File: config.mk
export PLATFORM = sky130hd
export DESIGN_NAME = rca_sum_arbiter
export DESIGN_NICKNAME = d
export VERILOG_FILES = /design/src/rtl/rca_sum_arbiter.sv
export SDC_FILE = /design/constraint.sdc
export NUM_CORES = 1
export LEC_CHECK = 0
export ABC_AREA = 1
export ABC_CLOCK_PERIOD_IN_PS = 8200
export BUFFER_PORTS_ARGS = -buffer_cell sky130_fd_sc_hd__buf_2
export CORE_UTILIZATION = 45
export DETAILED_ROUTE_END_ITERATION = 8
export PLACE_DENSITY = 0.82
export SETUP_SLACK_MARGIN = 0.4
export SLEW_MARGIN = 15
export SYNTH_ARGS = -nofsm -noshare
export SYNTH_HDL_FRONTEND = slang
export SYNTH_SLANG_ARGS = --single-unit
File: constraint.sdc
create_clock -name clk -period 8.2 [get_ports clk]
set_clock_uncertainty 0.1 [all_clocks]
set_input_delay 0.41 -clock clk [delete_from_list [all_inputs] [get_ports clk]]
set_output_delay 0.41 -clock clk [all_outputs]
set_load 0.01 [all_outputs]
File: src/rtl/rca_sum_arbiter.sv
// Round-robin shared 3-operand adder: NREQ valid/ready requesters feed one
// carry-save + ripple-carry summation stage into a tagged output register.
module rca_sum_arbiter #(
    parameter int NREQ = 4,
    parameter int W    = 8,
    parameter int IDW  = $clog2(NREQ)
) (
    input  logic                clk,
    input  logic                rst_n,
    input  logic [NREQ-1:0]     req_valid,
    output logic [NREQ-1:0]     req_ready,
    input  logic [NREQ*W-1:0]   req_a,
    input  logic [NREQ*W-1:0]   req_b,
    input  logic [NREQ*W-1:0]   req_c,
    output logic                out_valid,
    input  logic                out_ready,
    output logic [W+2:0]        out_sum,
    output logic [IDW-1:0]      out_id,
    output logic [15:0]         op_count
);

    logic [IDW-1:0] rr_ptr;
    logic [IDW-1:0] grant;
    logic [IDW-1:0] ptr_next;
    logic           any_valid;
    logic           slot_free;
    logic           accept;

    logic [W-1:0]   a_sel;
    logic [W-1:0]   b_sel;
    logic [W-1:0]   c_sel;
    logic [W-1:0]   csa_s;
    logic [W-1:0]   csa_c;
    logic [W+1:0]   rca_sum;
    logic [W+2:0]   sum_ext;

    assign slot_free = !out_valid || out_ready;

    // Rotating priority scan starting at rr_ptr, wrapping at NREQ.
    always_comb begin
        int             idx;
        logic [IDW-1:0] cand;
        // NOTE: every always_comb output gets a default first so no path
        // leaves it unassigned and infers a latch.
        grant     = '0;
        any_valid = 1'b0;
        idx       = 0;
        cand      = '0;
        for (int k = 0; k < NREQ; k++) begin
            idx = int'(rr_ptr) + k;
            if (idx >= NREQ) begin
                idx = idx - NREQ;
            end
            cand = IDW'(idx);
            if (!any_valid && req_valid[cand]) begin
                any_valid = 1'b1;
                grant     = cand;
            end
        end
    end

    // rst_n gates the handshake so nothing is accepted while in reset.
    assign accept = rst_n && slot_free && any_valid;

    always_comb begin
        req_ready = '0;
        if (accept) begin
            req_ready[grant] = 1'b1;
        end
    end

    assign ptr_next = (grant == IDW'(NREQ - 1)) ? '0 : grant + 1'b1;

    always_comb begin
        a_sel = '0;
        b_sel = '0;
        c_sel = '0;
        for (int i = 0; i < NREQ; i++) begin
            if (grant == IDW'(i)) begin
                a_sel = req_a[i*W +: W];
                b_sel = req_b[i*W +: W];
                c_sel = req_c[i*W +: W];
            end
        end
    end

    // 3:2 compression, then a single ripple-carry add of sum and shifted carry.
    assign csa_s = a_sel ^ b_sel ^ c_sel;
    assign csa_c = (a_sel & b_sel) | (a_sel & c_sel) | (b_sel & c_sel);

    always_comb begin
        logic [W+1:0] x;
        logic [W+1:0] y;
        logic         carry;
        x       = {2'b00, csa_s};
        y       = {1'b0, csa_c, 1'b0};
        carry   = 1'b0;
        rca_sum = '0;
        // NOTE: blocking assignments here model the carry rippling bit by bit
        // within one evaluation; registers below use non-blocking only.
        for (int i = 0; i < W + 2; i++) begin
            rca_sum[i] = x[i] ^ y[i] ^ carry;
            carry      = (x[i] & y[i]) | (x[i] & carry) | (y[i] & carry);
        end
    end

    // Top bit is structurally zero: 3*(2^W-1) fits in W+2 bits.
    assign sum_ext = {1'b0, rca_sum};

    always_ff @(posedge clk) begin
        // NOTE: reset is synchronous, so it only takes effect on a clock edge.
        if (!rst_n) begin
            out_valid <= 1'b0;
            out_sum   <= '0;
            out_id    <= '0;
            op_count  <= '0;
            rr_ptr    <= '0;
        end else begin
            if (accept) begin
                out_sum   <= sum_ext;
                out_id    <= grant;
                out_valid <= 1'b1;
                rr_ptr    <= ptr_next;
            end else if (slot_free) begin
                out_valid <= 1'b0;
            end
            if (out_valid && out_ready) begin
                op_count <= op_count + 16'd1;
            end
        end
    end

endmodule

==> results of run 1 <==
[per-stage QoR]
step / hold WS, ps / cells / util [%] / area [um^2] / worst slack (ps)
4_1_cts: 364 / 589 / 60.9 / 3400 / 1310
2_1_floorplan: 386 / 394 / - / 2640 / 2340
3_5_place_dp: 353 / 581 / 59.1 / 3290 / 1330
5_1_grt: 391 / 589 / 60.9 / 3400 / 669
6_report: 364 / 589 / 60.9 / 3400 / 1280
3_3_place_gp: 353 / 581 / 59.1 / 3290 / 1570
[layer usage]
| layer | part of all wire, % | track usage [%] |
|---|---|---|
| met1 | 40 | 27.2 |
| met2 | 52 | 46.3 |
| met3 | 5.6 | 4.07 |
| met4 | 1.4 | 6.11 |
| met5 | 0 | 0 |
[path summary, 6_finish.rpt]
kind | startpoint | endpoint | cells past startpoint
setup / recovery | rr_ptr[0] | out_sum[8] | 29
hold / removal | out_id[0] | out_id[0] | 2
setup reg to reg | rr_ptr[0] | out_sum[8] | 29
hold reg to reg | out_id[0] | out_id[0] | 2
[synthesized netlist by cell type (2+ instances only)]
cell type	count	share of area [%]
nand2_1	97	14
nor2_1	46	6.5
inv_1	34	4.8
dfxtp_1	31	23
o21ai_0	30	5.7
a21oi_1	29	5.5
nand3_1	19	3.6
a22oi_1	15	4.3
fa_1	14	11
clkbuf_1	13	1.8
a221oi_1	9	3.0
nand2_2	9	2.1
o31ai_1	9	2.6
ha_1	7	3.3
nor3_1	5	0.95
nand4_1	4	0.95
buf_2	2	0.38
buf_6	2	0.85
inv_2	2	0.28
nand3_2	2	0.76
o21a_1	2	0.57
xor2_1	2	0.66
[tightest hold or removal path: stages, from the launching register on]
cell and delay, ps:
dfxtp_1 310, nand2_1 60, a21oi_1 50
[flip-flops by register name, summed over array words and instances (netlist names)]
register	count
rr_ptr	2
out_valid	1
out_sum	10
op_count	16
out_id	2
[cell families after synthesis]
kind of cell | share of synthesized area (%)
flops | 23.5
xor+xnor | 0.663
other cells | 0.142
compound gates | 21.8
simple gates | 29.6
fa+ha+maj | 13.9
buf+inv | 10.3
[final cells by class]
type                            count  area (um^2)
Clock buffer                        7         96.3
Clock inverter                      1         7.51
Fill cell                         551         2180
Inverter                           37          139
Multi-Input combinational cell    304         1750
Sequential cell                    31          621
Tap cell                           72         90.1
Timing Repair Buffer              137          691
==> impl_metrics.toml, run 1 <==
[sta]
tightest_slew_ps = 910
finalHoldViolCount = 0
fmax_mhz = 145
rsz0062_at_grt = "no"
slew_headroom_pct = 39.3
fin_tns_setup_ps = 0
min_period_ps = 6920
setup-violations-final = 0
finalCritPeriodShare_pct = 84.4
maxSlewViolCount = 0

[placed_design]
port_buffers = 135
dp_hpwl_um = 5820
globalplace.congestion = 0.869

[finish]
final_nets = 640
drive_gt1_share_pct = 30.9
area_delta_synth_final_pct = 28.5
mostFrequentLayoutCell = "buf_2"
diodes = 0
layout_common_cells = "buf_2 (135), nand2_1 (97), nor2_1 (45)"

[logic_synthesis]
synth.avg_cell_area_um2 = 6.71
ys_types = 33
yosysSeqAreaShare_pct = 23.5
async_flop_share_pct = 0
synth-edff-count = 0
synth_nets = 518
synth_warnings = 0
syn_area_um2 = 2640
ys.flop_type = "dfxtp_1"
postSynthCellCount = 394
ys_ff_latch = 31

[floorplanning]
coreArea_um2 = 5570
rows = 27
io_pins = 137
initial_core_util_pct = 47.4
die_w_um = 78.6
chipHeight_um = 78.6
die_area_um2 = 6180

[detailed_routing]
vias_per_cell = 5.20
route.vias.total = 3061
drt_iter0_drc = 122
final_antenna_net_count = 0
wl_per_cell_um = 12.4
drc = 0
detail_route.first_pass.iterations = 6
routed_wl_um = 7280

[critical_path]
cp.required_ps = 8280
cp.arrival_ps = 7000
cp-start-kind = "flip-flop"
max_stage_delay_ps = 740
path_max_fanout = 26
regToRegSetupSlack_ps = 1280
cp.buffers_inverters = 6
end_kind = "flip-flop"
path_class = "flip-flop to flip-flop"
worst_path_max_delay_cell = "nor2_2"
cpLargestDelayFamily = "adder cells"

[global_route]
grt_start_max_net_pins = 33
grt_pass1_vias = 2820
grt_pass1_wl_um = 11900
antenna_found_initial = 0
grt.total_usage_pct = 24.2
grt_overflow = 0

[min_path]
hp-class = "flip-flop to flip-flop"

[clock_tree]
postCtsHoldBufs = 0
cts_setup_buffers = 0
cts.path.max_buffers = 2
cts_tree = "done"
clkTransAtPathRegs_ps = 60
cts_made_buffers = 5
htree_levels = 2
cts_resized = 0
cts.sinks = 31
root_buffer = "clkbuf_8"
worst_skew_pair.late_latency_ps = 290

[run_status]
outcome = "finished, final reports clean"

[job]
timing.max_cap.violations = 0
Power of run 1 is not shown: default switching activity piles up to over one toggle a cycle in this logic, so the estimate is an artifact.
==> run 2, diff against run 1 <==
Settings changed: ABC_CLOCK_PERIOD_IN_PS 8200 to 5800, CORE_UTILIZATION 45 to 42, PLACE_DENSITY 0.82 to 0.8.
Clock period 8.2 ns to 5.8 ns, I/O delays scaled along.
==> impl_metrics.toml, run 2 (synthesis gave the netlist of run 1 again) <==
[critical_path]
path_class = "flip-flop to flip-flop"
crit_top_cell = "fa_2"
path_cells = "buf_4 > nand2_2 > nand3_2 > nand2_2 > nor2_4 > nand4_1 > nand2_4 > ha_4 > inv_4 > nor2_4 > buf_6 > a221oi_2 > o31ai_1 > fa_1 > fa_2 > fa_2 > fa_2 > fa_2 > fa_2 > fa_2 > ha_4 > nand2_2 > nand2_1"
cp.required_ps = 5880
worstSetupStartpoint = "rr_ptr[0]"
cp-start-kind = "flip-flop"
worst_path_max_delay_cell = "fa_1"
max_stage_delay_ps = 500
path_max_fanout = 8
reg2reg_from = "rr_ptr[0]"
end_kind = "flip-flop"
cp.arrival_ps = 5590

[clock_tree]
cts.path.max_buffers = 2
cts_made_buffers = 5
cts_tree = "done"
worst_skew_pair.late_latency_ps = 280
cts.sinks = 31
root_buffer = "clkbuf_8"
htree_levels = 2
clkTransAtPathRegs_ps = 60

[floorplanning]
io_pins = 137
initial_core_util_pct = 44.1
coreArea_um2 = 5990
die_area_um2 = 6610
rows = 28
die_w_um = 81.3
chipHeight_um = 81.3

[placed_design]
port_buffers = 135
dp_hpwl_um = 6020
globalplace.congestion = 0.854

[global_route]
grt_start_max_net_pins = 26
grt_overflow = 0
grt_pass1_wl_um = 12200
antenna_found_initial = 0
grt.total_usage_pct = 23.7
grt_pass1_vias = 2875

[finish]
utilization_pct = 63.6
diodes = 0
layout_common_cells = "buf_2 (135), nand2_1 (80), nor2_1 (45)"
area_delta_synth_final_pct = 44.1
drive_gt1_share_pct = 41.3
largest_reg_flops = 16
fillers = 526
final_nets = 661
top_regs = "op_count x16, out_sum x10"
top_register = "op_count"
mostFrequentLayoutCell = "buf_2"

[sta]
rsz0062_at_grt = "yes"
fmax_mhz = 181
finalHoldViolCount = 0
maxSlewViolCount = 0
finalCritPeriodShare_pct = 95.0
setup-violations-final = 0
min_period_ps = 5510
fin_tns_setup_ps = 0

[min_path]
hp-class = "input port to flip-flop"
worst_hold_startpoint = "out_ready"

[run_status]
outcome = "finished, final reports clean"

[detailed_routing]
route.vias.total = 3195
final_antenna_net_count = 0
drc = 0
vias_per_cell = 5.21
wl_per_cell_um = 13.3
drt_iter0_drc = 127
routed_wl_um = 8160
detail_route.first_pass.iterations = 4

[job]
timing.max_cap.violations = 0
==> run 2: cell types whose count changed in the layout (fill, tap and decap cells not counted), sizes merged <==
cell | before | now
buf | 137 | 158
clkinv | 1 | 2
clkinvlp | 1 | 0
==> run 2: path summary, 6_finish.rpt <==
kind | endpoint | slack, ps | depth (start not counted)
min | out_valid | 300 | 4
max | out_sum[8] | 290 | 23
max reg2reg | out_sum[8] | 290 | 23
min reg2reg | out_sum[3] | 370 | 2
==> run 2: layer usage <==
metal / wire [um] / vias up / global-route usage, %
li1: - / 1593 / -
met1: 3250 / 1459 / 27.0
met2: 4250 / 127 / 44.3
met3: 474 / 16 / 3.82
met4: 187 / 0 / 7.86
met5: 0 / - / 0
==> run 2: layout make-up <==
type                       count  area (um^2)  area share, %
sequential                    31          628           16.5
clock buffer                   7         76.3           2.00
clock inverter                 1         5.00          0.131
tap                           75         93.8           2.46
multi-input combinational    304         1950           51.3
inverter                      37          146           3.84
timing repair buffer         158          905           23.8
==> run 2: what timing repair did <==
item,CTS,global route
pin swaps,31,31
hold buffers,0,0
setup endpoints to repair,3,3
setup buffers,8,6
resized for setup,40,25
==> run 2: through the flow <==
stage	cells	worst slack, ps	cell area (um^2)	hold slack, ps
global route	613	23.9	3810	320
finish	613	287	3810	301
detailed placement	591	13.0	3380	359
global placement	591	210	3380	351
CTS	607	245	3660	292
floorplan	394	418	2680	328
==> run 2: critical path: cells and delay by family (launching register included) <==
family	cells	cell delay [ps]
adder cells (fa/ha/maj)	9	3060
AO/OA/AOI/OAI	2	380
AND/OR/NAND/NOR	9	1100
buffers and inverters	3	350
flip-flops	1	410
Power of run 2 is left out for the same reason.
